## config.mk

```make
export PLATFORM = sky130hd
export DESIGN_NAME = sram_port_arbiter
export DESIGN_NICKNAME = d
export VERILOG_FILES = /design/src/rtl/sram_port_arbiter.sv
export SDC_FILE = /design/constraint.sdc
export NUM_CORES = 1
export LEC_CHECK = 0
export ABC_AREA = 0
export CORE_MARGIN = 10
export CORE_UTILIZATION = 20
export CTS_CLUSTER_SIZE = 25
export DETAILED_ROUTE_END_ITERATION = 8
export MAX_ROUTING_LAYER = met4
export PLACE_DENSITY = 0.86
export SYNTH_ARGS = -nofsm -noshare
export SYNTH_HDL_FRONTEND = slang
export SYNTH_SLANG_ARGS = --single-unit
```

## constraint.sdc

```tcl
create_clock -name clk -period 5.1 [get_ports clk]
set_input_delay 1.02 -clock clk [delete_from_list [all_inputs] [get_ports clk]]
set_output_delay 1.02 -clock clk [all_outputs]
set_load 0.005 [all_outputs]
```

## src/rtl/sram_port_arbiter.sv

```systemverilog
// sram_port_arbiter: shares one single-port SRAM between the host loader,
// the core data port and the core instruction-fetch port. One access per
// cycle, combinational grant, one-cycle read return steered to its owner.
// A load mode gives the host exclusive ownership and stalls the core.
module sram_port_arbiter #(
  parameter int AW = 9,
  parameter int DW = 32
) (
  input  logic          clk,
  input  logic          rst_n,
  input  logic          load_mode,
  output logic          core_stall,
  input  logic          h_req,
  input  logic          d_req,
  input  logic          i_req,
  input  logic          h_we,
  input  logic          d_we,
  input  logic [3:0]    h_wmask,
  input  logic [3:0]    d_wmask,
  input  logic [AW-1:0] h_addr,
  input  logic [AW-1:0] d_addr,
  input  logic [AW-1:0] i_addr,
  input  logic [DW-1:0] h_wdata,
  input  logic [DW-1:0] d_wdata,
  output logic          h_gnt,
  output logic          d_gnt,
  output logic          i_gnt,
  output logic          h_rvalid,
  output logic          d_rvalid,
  output logic          i_rvalid,
  output logic [DW-1:0] rdata,
  output logic          sram_csb,
  output logic          sram_web,
  output logic [3:0]    sram_wmask,
  output logic [AW-1:0] sram_addr,
  output logic [DW-1:0] sram_wdata,
  input  logic [DW-1:0] sram_rdata
);

  typedef enum logic {RUN, LOAD} mode_e;
  typedef enum logic [1:0] {OWN_H = 2'd0, OWN_D = 2'd1, OWN_I = 2'd2} owner_e;

  mode_e  mode_q, mode_d;
  logic   last_data_q, last_data_d;   // 1: data port was granted last, 0: ifetch
  logic   rd_valid_q, rd_valid_d;
  owner_e rd_owner_q, rd_owner_d;
  logic   core_en;
  logic   rd_take;

  // Grant: host has fixed priority; data and ifetch share round-robin and are
  // locked out both in LOAD and as soon as load_mode is requested. Reset
  // gates every grant so nothing reaches the SRAM while rst_n is low.
  always_comb begin
    core_en = rst_n && (mode_q == RUN) && !load_mode;
    h_gnt   = rst_n && h_req;
    d_gnt   = core_en && !h_req && d_req && (!i_req || !last_data_q);
    i_gnt   = core_en && !h_req && i_req && (!d_req || last_data_q);
  end

  // Stall the core in LOAD and on the RUN cycle where load_mode is raised.
  always_comb begin
    core_stall = rst_n && ((mode_q == LOAD) || load_mode);
  end

  // SRAM command mux: idle drives an inactive command with zeroed fields.
  // NOTE: every output of a combinational block gets a default first so that
  // no path leaves it unassigned and a latch is never inferred.
  always_comb begin
    sram_csb   = 1'b1;
    sram_web   = 1'b1;
    sram_wmask = '0;
    sram_addr  = '0;
    sram_wdata = '0;
    if (h_gnt) begin
      sram_csb   = 1'b0;
      sram_web   = ~h_we;
      sram_wmask = h_wmask;
      sram_addr  = h_addr;
      sram_wdata = h_wdata;
    end else if (d_gnt) begin
      sram_csb   = 1'b0;
      sram_web   = ~d_we;
      sram_wmask = d_wmask;
      sram_addr  = d_addr;
      sram_wdata = d_wdata;
    end else if (i_gnt) begin
      sram_csb   = 1'b0;
      sram_addr  = i_addr;
    end
  end

  // Next state: read-return tag, round-robin pointer and mode transitions.
  // Mode changes wait until no read is in flight so its data is not lost.
  always_comb begin
    rd_take     = (h_gnt && !h_we) || (d_gnt && !d_we) || i_gnt;
    rd_valid_d  = rd_take;
    rd_owner_d  = h_gnt ? OWN_H : (d_gnt ? OWN_D : OWN_I);
    last_data_d = last_data_q;
    if (d_gnt) begin
      last_data_d = 1'b1;
    end else if (i_gnt) begin
      last_data_d = 1'b0;
    end
    mode_d = mode_q;
    case (mode_q)
      RUN:     if (load_mode && !rd_valid_q)  mode_d = LOAD;
      LOAD:    if (!load_mode && !rd_valid_q) mode_d = RUN;
      default: mode_d = RUN;
    endcase
  end

  // State registers; async reset drops any pending read return.
  // NOTE: sequential state uses non-blocking assignments so every register
  // samples the pre-edge values regardless of statement order.
  always_ff @(posedge clk or negedge rst_n) begin
    if (!rst_n) begin
      mode_q      <= RUN;
      last_data_q <= 1'b0;
      rd_valid_q  <= 1'b0;
      rd_owner_q  <= OWN_H;
    end else begin
      mode_q      <= mode_d;
      last_data_q <= last_data_d;
      rd_valid_q  <= rd_valid_d;
      rd_owner_q  <= rd_owner_d;
    end
  end

  // Read return: one-cycle pulse to the owner, data straight from the SRAM.
  always_comb begin
    h_rvalid = rd_valid_q && (rd_owner_q == OWN_H);
    d_rvalid = rd_valid_q && (rd_owner_q == OWN_D);
    i_rvalid = rd_valid_q && (rd_owner_q == OWN_I);
    rdata    = sram_rdata;
  end

endmodule

```

Yosys cells after proc, flatten, opt, wreduce, memory -nomap -nowiden
Cells that the tools add are included.
{ "totals": {"register_bits": 5, "latchBits": 0, "ram_bits": 0, "rom_bits": 0, "inputBits": 139, "out_inout_bits": 86, "n_memories": 0} }
{ "op_classes": {"n_addsub": 0, "mul": 0, "n_div": 0, "order_cmp": 0, "eq_ne": 2, "shift": 0, "mux": 19, "bitwise": 3, "n_reduce_logical": 31} }
{ "ops": {"columns": ["operator", "count"], "rows": [
  ["32-bit 2-to-1 mux", 2],
  ["9-bit 2-to-1 mux", 3],
  ["1-bit logical AND", 16],
  ["1-bit 2-to-1 mux", 9],
  ["1-bit logical NOT", 8],
  ["4-bit 2-to-1 mux", 2],
  ["1-bit logical OR", 5],
  ["2-bit 2-to-1 mux", 2],
  ["1-bit NOT", 3],
  ["2-bit by 1-bit == test with 1-bit output, second input constant", 1],
  ["2-bit == test, second input constant", 1],
  ["2-bit logical NOT", 1],
  ["1-bit case mux with 2 select lines", 1],
  ["2-bit nonzero test", 1]
]} }

Longest topological paths before layout
Gate-level depths: netlist (run 1).
{ "logic_depth": {"depth_word": 9, "ltp_mapped": 5, "ltp_nobuf": 3} }

Least setup slack after synthesis (run 1)
Ideal clock, no wire load.
{ "synth_path": {"kind": "input -> output", "from": "input load_mode", "to": "output sram_wdata[0]", "t_arrival_ps": 2001, "required_ps": 4080, "slack_ps": 2079, "path_stages": 5, "path_cell_list": "nor4b_4 -> and3_4 -> buf_8 -> buf_8 -> a22o_1"} }
{ "synth_via": {"elab_chain_cells": 7} }
{ "synth_rtl": {"columns": ["element", "line_no", "rtl"], "rows": [
  ["start: declaration", "11", "input logic load_mode,"],
  ["1-bit logical NOT", "54", "core_en = rst_n && (mode_q == RUN) && !load_mode;"],
  ["1-bit logical AND", "54", null],
  ["1-bit logical AND (3 in series)", "56", "d_gnt = core_en && !h_req && d_req && (!i_req || !last_data_q);"],
  ["32-bit 2-to-1 mux", "80", "end else if (d_gnt) begin"],
  ["32-bit 2-to-1 mux", "74", "if (h_gnt) begin"],
  ["end: declaration", "36", "output logic [DW-1:0] sram_wdata,"]
]} }
Every way passes these cells.

Worst setup path after layout (run 1)
{ "layout_path": {"from": "input h_req", "to": "output sram_wdata[16]"} }
{ "layout_via": {"elab_chain_cells": 6, "word_cells_on_any_way": 7, "classes_between": "2 x mux; 5 x reduce/logical"} }
{ "layout_rtl": {"columns": ["element", "line_no", "rtl"], "rows": [
  ["start: declaration", "13", "input logic h_req,"],
  ["1-bit logical NOT", "56", null],
  ["1-bit logical AND (3 in series)", "56", null],
  ["32-bit 2-to-1 mux", "80", null],
  ["32-bit 2-to-1 mux *", "74", null]
]} }
Mark *: on every way between the ends. The rest lies on a longest branch, timed or not.

==> summary.md, run 1 <==
| Metric | Value |
|---|---|
| Total Routing Usage GR | between 10 and 15% |
| Clock transition at the registers of the reported paths | 0.04 ns |
| Reg2Reg Depth | 3 |
| Final ANT Viol Nets | 0 |
| Hold WS | ~0.52 ns |
| P_leak | 0.9743 nW |
| Switch share | roughly a quarter |
| CTS H-tree depth | 1 |
| CP arrival | between 3 and 4 ns |
| Endpoints failing hold | 0 |
| Nets | just under 400 |
| Sequential fraction of the synthesis area | 11.60% |
| HPWL after DPL | between 5000 and 6000 um |
| Cells after Synth | between 100 and 150 |
| Layout area overhead | 131.8% |
| Initial antenna violation count | 0 |
| Req. time, crit path | approximately 4.1 ns |
| Sink Count | 5 |
| Die Span Y | slightly above 90 um |
| Place WS | roughly 0.58 ns |
| Die W | ~93 um |
| Drt first pass iters | 4 |
| R2R Setup Slk | roughly 3.5 ns |
| PD cells | roughly 120 mW/mm2 |
| Cell variety after synth | 24 |
| Number of I/O port buffers | between 150 and 200 |
| Number of global-route vias before repair | about 1.6k |
| Clk pwr share | between 20% and 30% |
| CTS Buf Count | 3 |
| Hold Crit Class | reg2reg |
| Slew margin rel. | 65.48% |
| Final wirelength | around 6800 um |
| Peak VDD IR | 0.1185 mV |
| Vias/cell | around 4.7 |
| Largest net degree at the start of global routing | just under 50 |
| Drt drc | 0 |
| Synth Warn # | 0 |
| Setup-failing EPs final | 0 |
| N_diodes | 0 |
| Core area | between 0.005 and 0.006 mm2 |
| Seq cells post-synth | 5 |
| Fin. max-slew vios | 0 |
| Status | completed |
| Final period util | ~88% |
| Worst setup EP type | output port |
| Grt ovf | 0 |
| Worst Clk Skew | between 0.001 and 0.0015 ns |
| Syn nets | roughly 270 |
| RSZ-0062 raised after global routing | false |
| Startpoint Class | input port |
| Row count | 26 |
| Hold_sp | last_data_q |
| Reg2reg end | rd_owner_q[1] |
| Internal Power | around 220 uW |
| Final setup TNS | 0 ns |
| Initial drt markers | between 60 and 70 |
| First-pass GRT wire length | around 9800 um |
| Largest fanout on the critical path | 48 |
| GP Congestion | slightly below 0.8 |
| DR WL/cell | 21.35 um |
| Total die area | 0.008730 mm2 |
| Period minus WS final | roughly 4.5 ns |
| Vias | 1484 |
| Sw power | 70.58 uW |
| Post-layout util | 48.33% |
| Layout cell share with drive strength beyond 1 | between 3 and 4% |
| Starting Density | around a fifth |
| Hold Buf Count CTS | 0 |
| CTS tree | done |
| WHS Path Cells | 1 |
| Setup CP Type | in2out |
| Area of the mapped netlist | 0.001079 mm2 |
| Combinational share of power | 58.7% |
| Synth Area per Inst | between 8 and 9 um2 |
| # IOs | around 230 |
| Post-CTS Setup Inserts | 0 |
| End of the worst hold path | last_data_q |
| Clock Latency Late Sink | 0.22 ns |
| Fmax | between 200 and 250 MHz |
| Post-CTS Resized | 0 |
| Setup ws final | 0.6033 ns |
| Worst Tran Pin Value | between 0.5 and 0.6 ns |
| Clock buffer depth | 2 |
| Filler cell count | 465 |
| Root buf cell | clkbuf_8 |
| # Max-Cap Violations | 0 |
| Flop pwr share | between 10% and 20% |
cell type report:
type	instances	area (um2)	area share, %
inverters	2	7.507	0.3003
well taps	70	87.58	3.504
repair buffers	162	1617	64.66
clock buffers	4	45.04	1.802
flip-flops and latches	5	125.1	5.005
multi-input cells	75	618.1	24.72
worst max-delay path, stage by stage:
cell and delay [ns]:
clkdlybuf4s50_1 0.61, nor4b_4 0.47, and3_4 0.59, a22o_1 0.20, clkdlybuf4s50_1 0.56
stage by stage:
step	std cells	power (mW)	cell area (um2)
floorplan	126	0.1106	1079
global placement	314	0.2193	2455
detailed placement	314	0.2225	2455
CTS	318	0.2980	2500
global route	318	0.3135	2500
finish	318	0.2940	2500
cells in the mapped netlist:
master,count,area [um2]
o21a_1,1,7.510
nor3b_1,1,7.510
mux2_2,1,11.26
a21oi_1,3,15.01
dfrtp_1,5,125.1
buf_2,1,5.000
or2_2,1,6.260
a22oi_1,1,7.510
and3b_1,2,17.52
buf_8,3,45.04
buf_4,34,255.2
nor2b_1,1,6.260
and3_1,11,68.82
inv_1,2,7.510
nor2_1,1,3.750
a31oi_1,1,6.260
clkbuf_1,6,22.52
nand2b_1,1,6.260
nor4b_4,1,23.77
a221o_1,9,90.09
o22ai_1,1,6.260
nand2_1,2,7.510
a22o_1,36,315.3
and3_4,1,11.26
cells in the final DEF, fill, tap and decap left out, types with 2 or more instances in the layout:
cell type / count
a21oi_1: 3
a221o_1: 9
a22o_1: 36
inv_1: 2
clkbuf_8: 3
and3_1: 11
nand2_1: 2
buf_4: 2
dfrtp_1: 5
clkdlybuf4s50_1: 160
and3b_1: 2
power by group through the flow:
stage	sequential, mW	clock (mW)	combinational, mW
final	0.0490	0.0724	0.173
after global routing	0.0501	0.0787	0.185
after CTS	0.0491	0.0747	0.174
after detailed placement	0.0492	0	0.173
after global placement	0.0488	0	0.170
after floorplan	0.0479	0	0.0627
cell families after synthesis:
group / synth area share, %
AND/OR/NAND/NOR: 14.73
buffers and inverters: 31.09
multiplexers: 1.044
AO/OA/AOI/OAI: 41.53
flip-flops: 11.60
per-layer routing:
metal / GRT usage [%] / vias to the layer above / share of wire (%)
li1: - / 704 / -
met1: 14.88 / 672 / 37
met2: 26.22 / 98 / 52
met3: 5.036 / 10 / 10
met4: 3.599 / 0 / 1.2
met5: - / - / 0
worst max path at each step:
stage / to / from / slack [ns]
2_1_floorplan: sram_wdata[0] / load_mode / 2.08
3_3_place_gp: sram_wdata[16] / h_req / 0.66
3_5_place_dp: sram_wdata[16] / h_req / 0.58
4_1_cts: sram_wdata[16] / h_req / 0.58
5_1_grt: sram_addr[4] / h_req / 0.40
6_report: sram_wdata[16] / h_req / 0.60
No activity file was read; power rests on OpenSTA's default activity.
==> inputs of run 2 (changes only) <==
--- a/config.mk
+++ b/config.mk
@@ -11,7 +11,7 @@
 export CTS_CLUSTER_SIZE = 25
 export DETAILED_ROUTE_END_ITERATION = 8
 export MAX_ROUTING_LAYER = met4
-export PLACE_DENSITY = 0.86
+export PLACE_DENSITY = 0.95
 export SYNTH_ARGS = -nofsm -noshare
 export SYNTH_HDL_FRONTEND = slang
 export SYNTH_SLANG_ARGS = --single-unit
==> summary.md, run 2 (synthesis gave the netlist of run 1 again) <==
| Metric | Value |
|---|---|
| Status | completed (unchanged) |
| Final ANT Viol Nets | 0 (unchanged) |
| Grt ovf | 0 (unchanged) |
| Vias/cell | 4.682 (was 4.667) |
| Nets | 388 (unchanged) |
| Req. time, crit path | 4.08 ns (about the same) |
| Initial drt markers | 49 (was 66) |
| Final setup TNS | 0 ns (unchanged) |
| Crit path max-delay family | buffers and inverters (unchanged) |
| Number of I/O port buffers | 160 (unchanged) |
| Flop pwr share | 16.5% (was 16.7%) |
| Peak VDD IR | 0.06566 mV (was 0.1185 mV) |
| CP max stage cell | clkdlybuf4s50_1 (unchanged) |
| Period minus WS final | 4.514 ns (was 4.497 ns) |
| First-pass GRT wire length | 9439 um (was 9770 um) |
| P_leak | 0.9779 nW (was 0.9743 nW) |
| CTS Buf Count | 3 (unchanged) |
| Root buf cell | clkbuf_8 (unchanged) |
| HPWL after DPL | 5580 um (was 5783 um) |
| Commonest non-fill, non-tap cell in the layout | clkdlybuf4s50_1 (unchanged) |
| Layout cell share with drive strength beyond 1 | 3.629% (unchanged) |
| WHS Path Cells | 1 (unchanged) |
| Sw power | 70.26 uW (was 70.58 uW) |
| Die W | 93.44 um (unchanged) |
| Hold Crit Class | reg2reg (unchanged) |
| N_diodes | 0 (unchanged) |
| # Max-Cap Violations | 0 (unchanged) |
| Reg2reg end | rd_owner_q[1] (unchanged) |
| CP arrival | 3.49 ns (was 3.48 ns) |
| CTS H-tree depth | 1 (unchanged) |
| Area after DPL | 0.002467 mm2 (was 0.002455 mm2) |
| Die Span Y | 93.44 um (unchanged) |
| Final wirelength | 6576 um (was 6789 um) |
| Number of global-route vias before repair | 1657 (was 1611) |
| Setup crit end | sram_addr[5] (was sram_wdata[16]) |
| Vias | 1489 (was 1484) |
| WP depth | 5 (unchanged) |
| Clock buffer depth | 2 (unchanged) |
| Clock transition at the registers of the reported paths | 0.03 ns (was 0.04 ns) |
| Largest fanout on the critical path | 48 (unchanged) |
| Worst Tran Pin Value | 0.5153 ns (was 0.5178 ns) |
| Starting Density | 20.85% (unchanged) |
| Endpoints failing hold | 0 (unchanged) |
| Worst Path Buf+Inv | 2 (unchanged) |
| Post-CTS Setup Inserts | 0 (unchanged) |
| CP max stage delay | 0.61 ns (about the same) |
| Final period util | 88.51% (was 88.17%) |
| Final instance area | 0.002512 mm2 (was 0.002500 mm2) |
| Clk pwr share | 24.5% (was 24.6%) |
| Place WS | 0.5589 ns (was 0.5809 ns) |
| Setup-failing EPs final | 0 (unchanged) |
| Internal Power | 224.5 uW (was 223.4 uW) |
| Total die area | 0.008730 mm2 (unchanged) |
| CTS tree | done (unchanged) |
| Commonest non-fill, non-tap cells in the layout | clkdlybuf4s50_1 (160), a22o_1 (36), and3_1 (11) (unchanged) |
| Startpoint Class | input port (unchanged) |
| Clock Latency Late Sink | 0.22 ns (about the same) |
| Sink Count | 5 (unchanged) |
| Fmax | 221.5 MHz (was 222.4 MHz) |
| Setup ws final | 0.5860 ns (was 0.6033 ns) |
| Setup CP Type | in2out (unchanged) |
| Row count | 26 (unchanged) |
| Layout area overhead | 132.9% (was 131.8%) |
| Fin. max-slew vios | 0 (unchanged) |
| PD cells | 117.3 mW/mm2 (was 117.6 mW/mm2) |
| Most frequent CP cell | clkdlybuf4s50_1 (unchanged) |
| Core area | 0.005172 mm2 (unchanged) |
| Drt first pass iters | 4 (unchanged) |
| Final Power | 294.8 uW (was 294.0 uW) |
| Drt drc | 0 (unchanged) |
| CP Cell Sequence | clkdlybuf4s50_1 > nor4b_4 > and3_4 > a221o_1 > clkdlybuf4s50_1 (was clkdlybuf4s50_1 > nor4b_4 > and3_4 > a22o_1 > clkdlybuf4s50_1) |
| Hold Buf Count CTS | 0 (unchanged) |
| Worst setup EP type | output port (unchanged) |
| Worst Setup SP | h_req (unchanged) |
| # IOs | 225 (unchanged) |
| Total Routing Usage GR | 14.07% (was 14.62%) |
| R2R Setup Slk | 3.49 ns (was 3.52 ns) |
| RSZ-0062 raised after global routing | false (unchanged) |
| Slew margin rel. | 65.65% (was 65.48%) |
| Post-CTS Resized | 0 (unchanged) |
| GP Congestion | 0.9196 (was 0.7714) |
| Reg2Reg Depth | 3 (unchanged) |
| Initial antenna violation count | 0 (unchanged) |
| Worst Clk Skew | 0.0009397 ns (was 0.001400 ns) |
| Switch share | 23.84% (was 24.01%) |
| Combinational share of power | 59.0% (was 58.7%) |
| Largest net degree at the start of global routing | 49 (unchanged) |
| DR WL/cell | 20.68 um (was 21.35 um) |
-- run 2: cell types whose count changed in the layout (fill, tap and decap cells not counted) --
cell    delta
buf_4      -1
buf_12     +1
-- run 2: final cells by class --
| type | instances | area, um2 |
|---|---|---|
| Fill cell | 463 | 2660 |
| Timing Repair Buffer | 162 | 1629 |
| Inverter | 2 | 7.507 |
| Multi-Input combinational cell | 75 | 618.1 |
| Tap cell | 70 | 87.58 |
| Clock buffer | 4 | 45.04 |
| Sequential cell | 5 | 125.1 |
-- run 2: worst reg2reg max path, delay by kind of cell, from the launching register on --
family / cells / cell delay, ns
DFF: 1 / 0.41
and+or+nand+nor: 3 / 1.06
-- run 2: metal layers --
layer	share of wire (%)	global-route usage, %	up-vias
met5	0	-	-
met3	10	4.476	14
met1	36	13.89	681
li1	-	-	702
met2	52	25.75	92
met4	1.9	4.113	0
-- run 2: through the flow --
step / utilization [%] / std cells / hold slack [ns]
3_5_place_dp: 47.70 / 314 / 0.5040
3_3_place_gp: 47.70 / 314 / 0.4804
6_report: 48.57 / 318 / 0.5108
4_1_cts: 48.57 / 318 / 0.5107
2_1_floorplan: - / 126 / 0.4634
5_1_grt: 48.57 / 318 / 0.5330
-- run 2: power groups by stage --
stage,logic (mW),registers [mW],clock network [mW]
2_1_floorplan,0.0627,0.0479,0
3_5_place_dp,0.174,0.0490,0
3_3_place_gp,0.171,0.0485,0
4_1_cts,0.175,0.0486,0.0740
5_1_grt,0.185,0.0492,0.0768
6_report,0.174,0.0487,0.0721
-- run 2: how the worst min path moves through the flow --
stage,from,to
2_1_floorplan,last_data_q,last_data_q
3_3_place_gp,last_data_q,last_data_q
3_5_place_dp,last_data_q,last_data_q
4_1_cts,last_data_q,last_data_q
5_1_grt,last_data_q,last_data_q
6_report,last_data_q,last_data_q
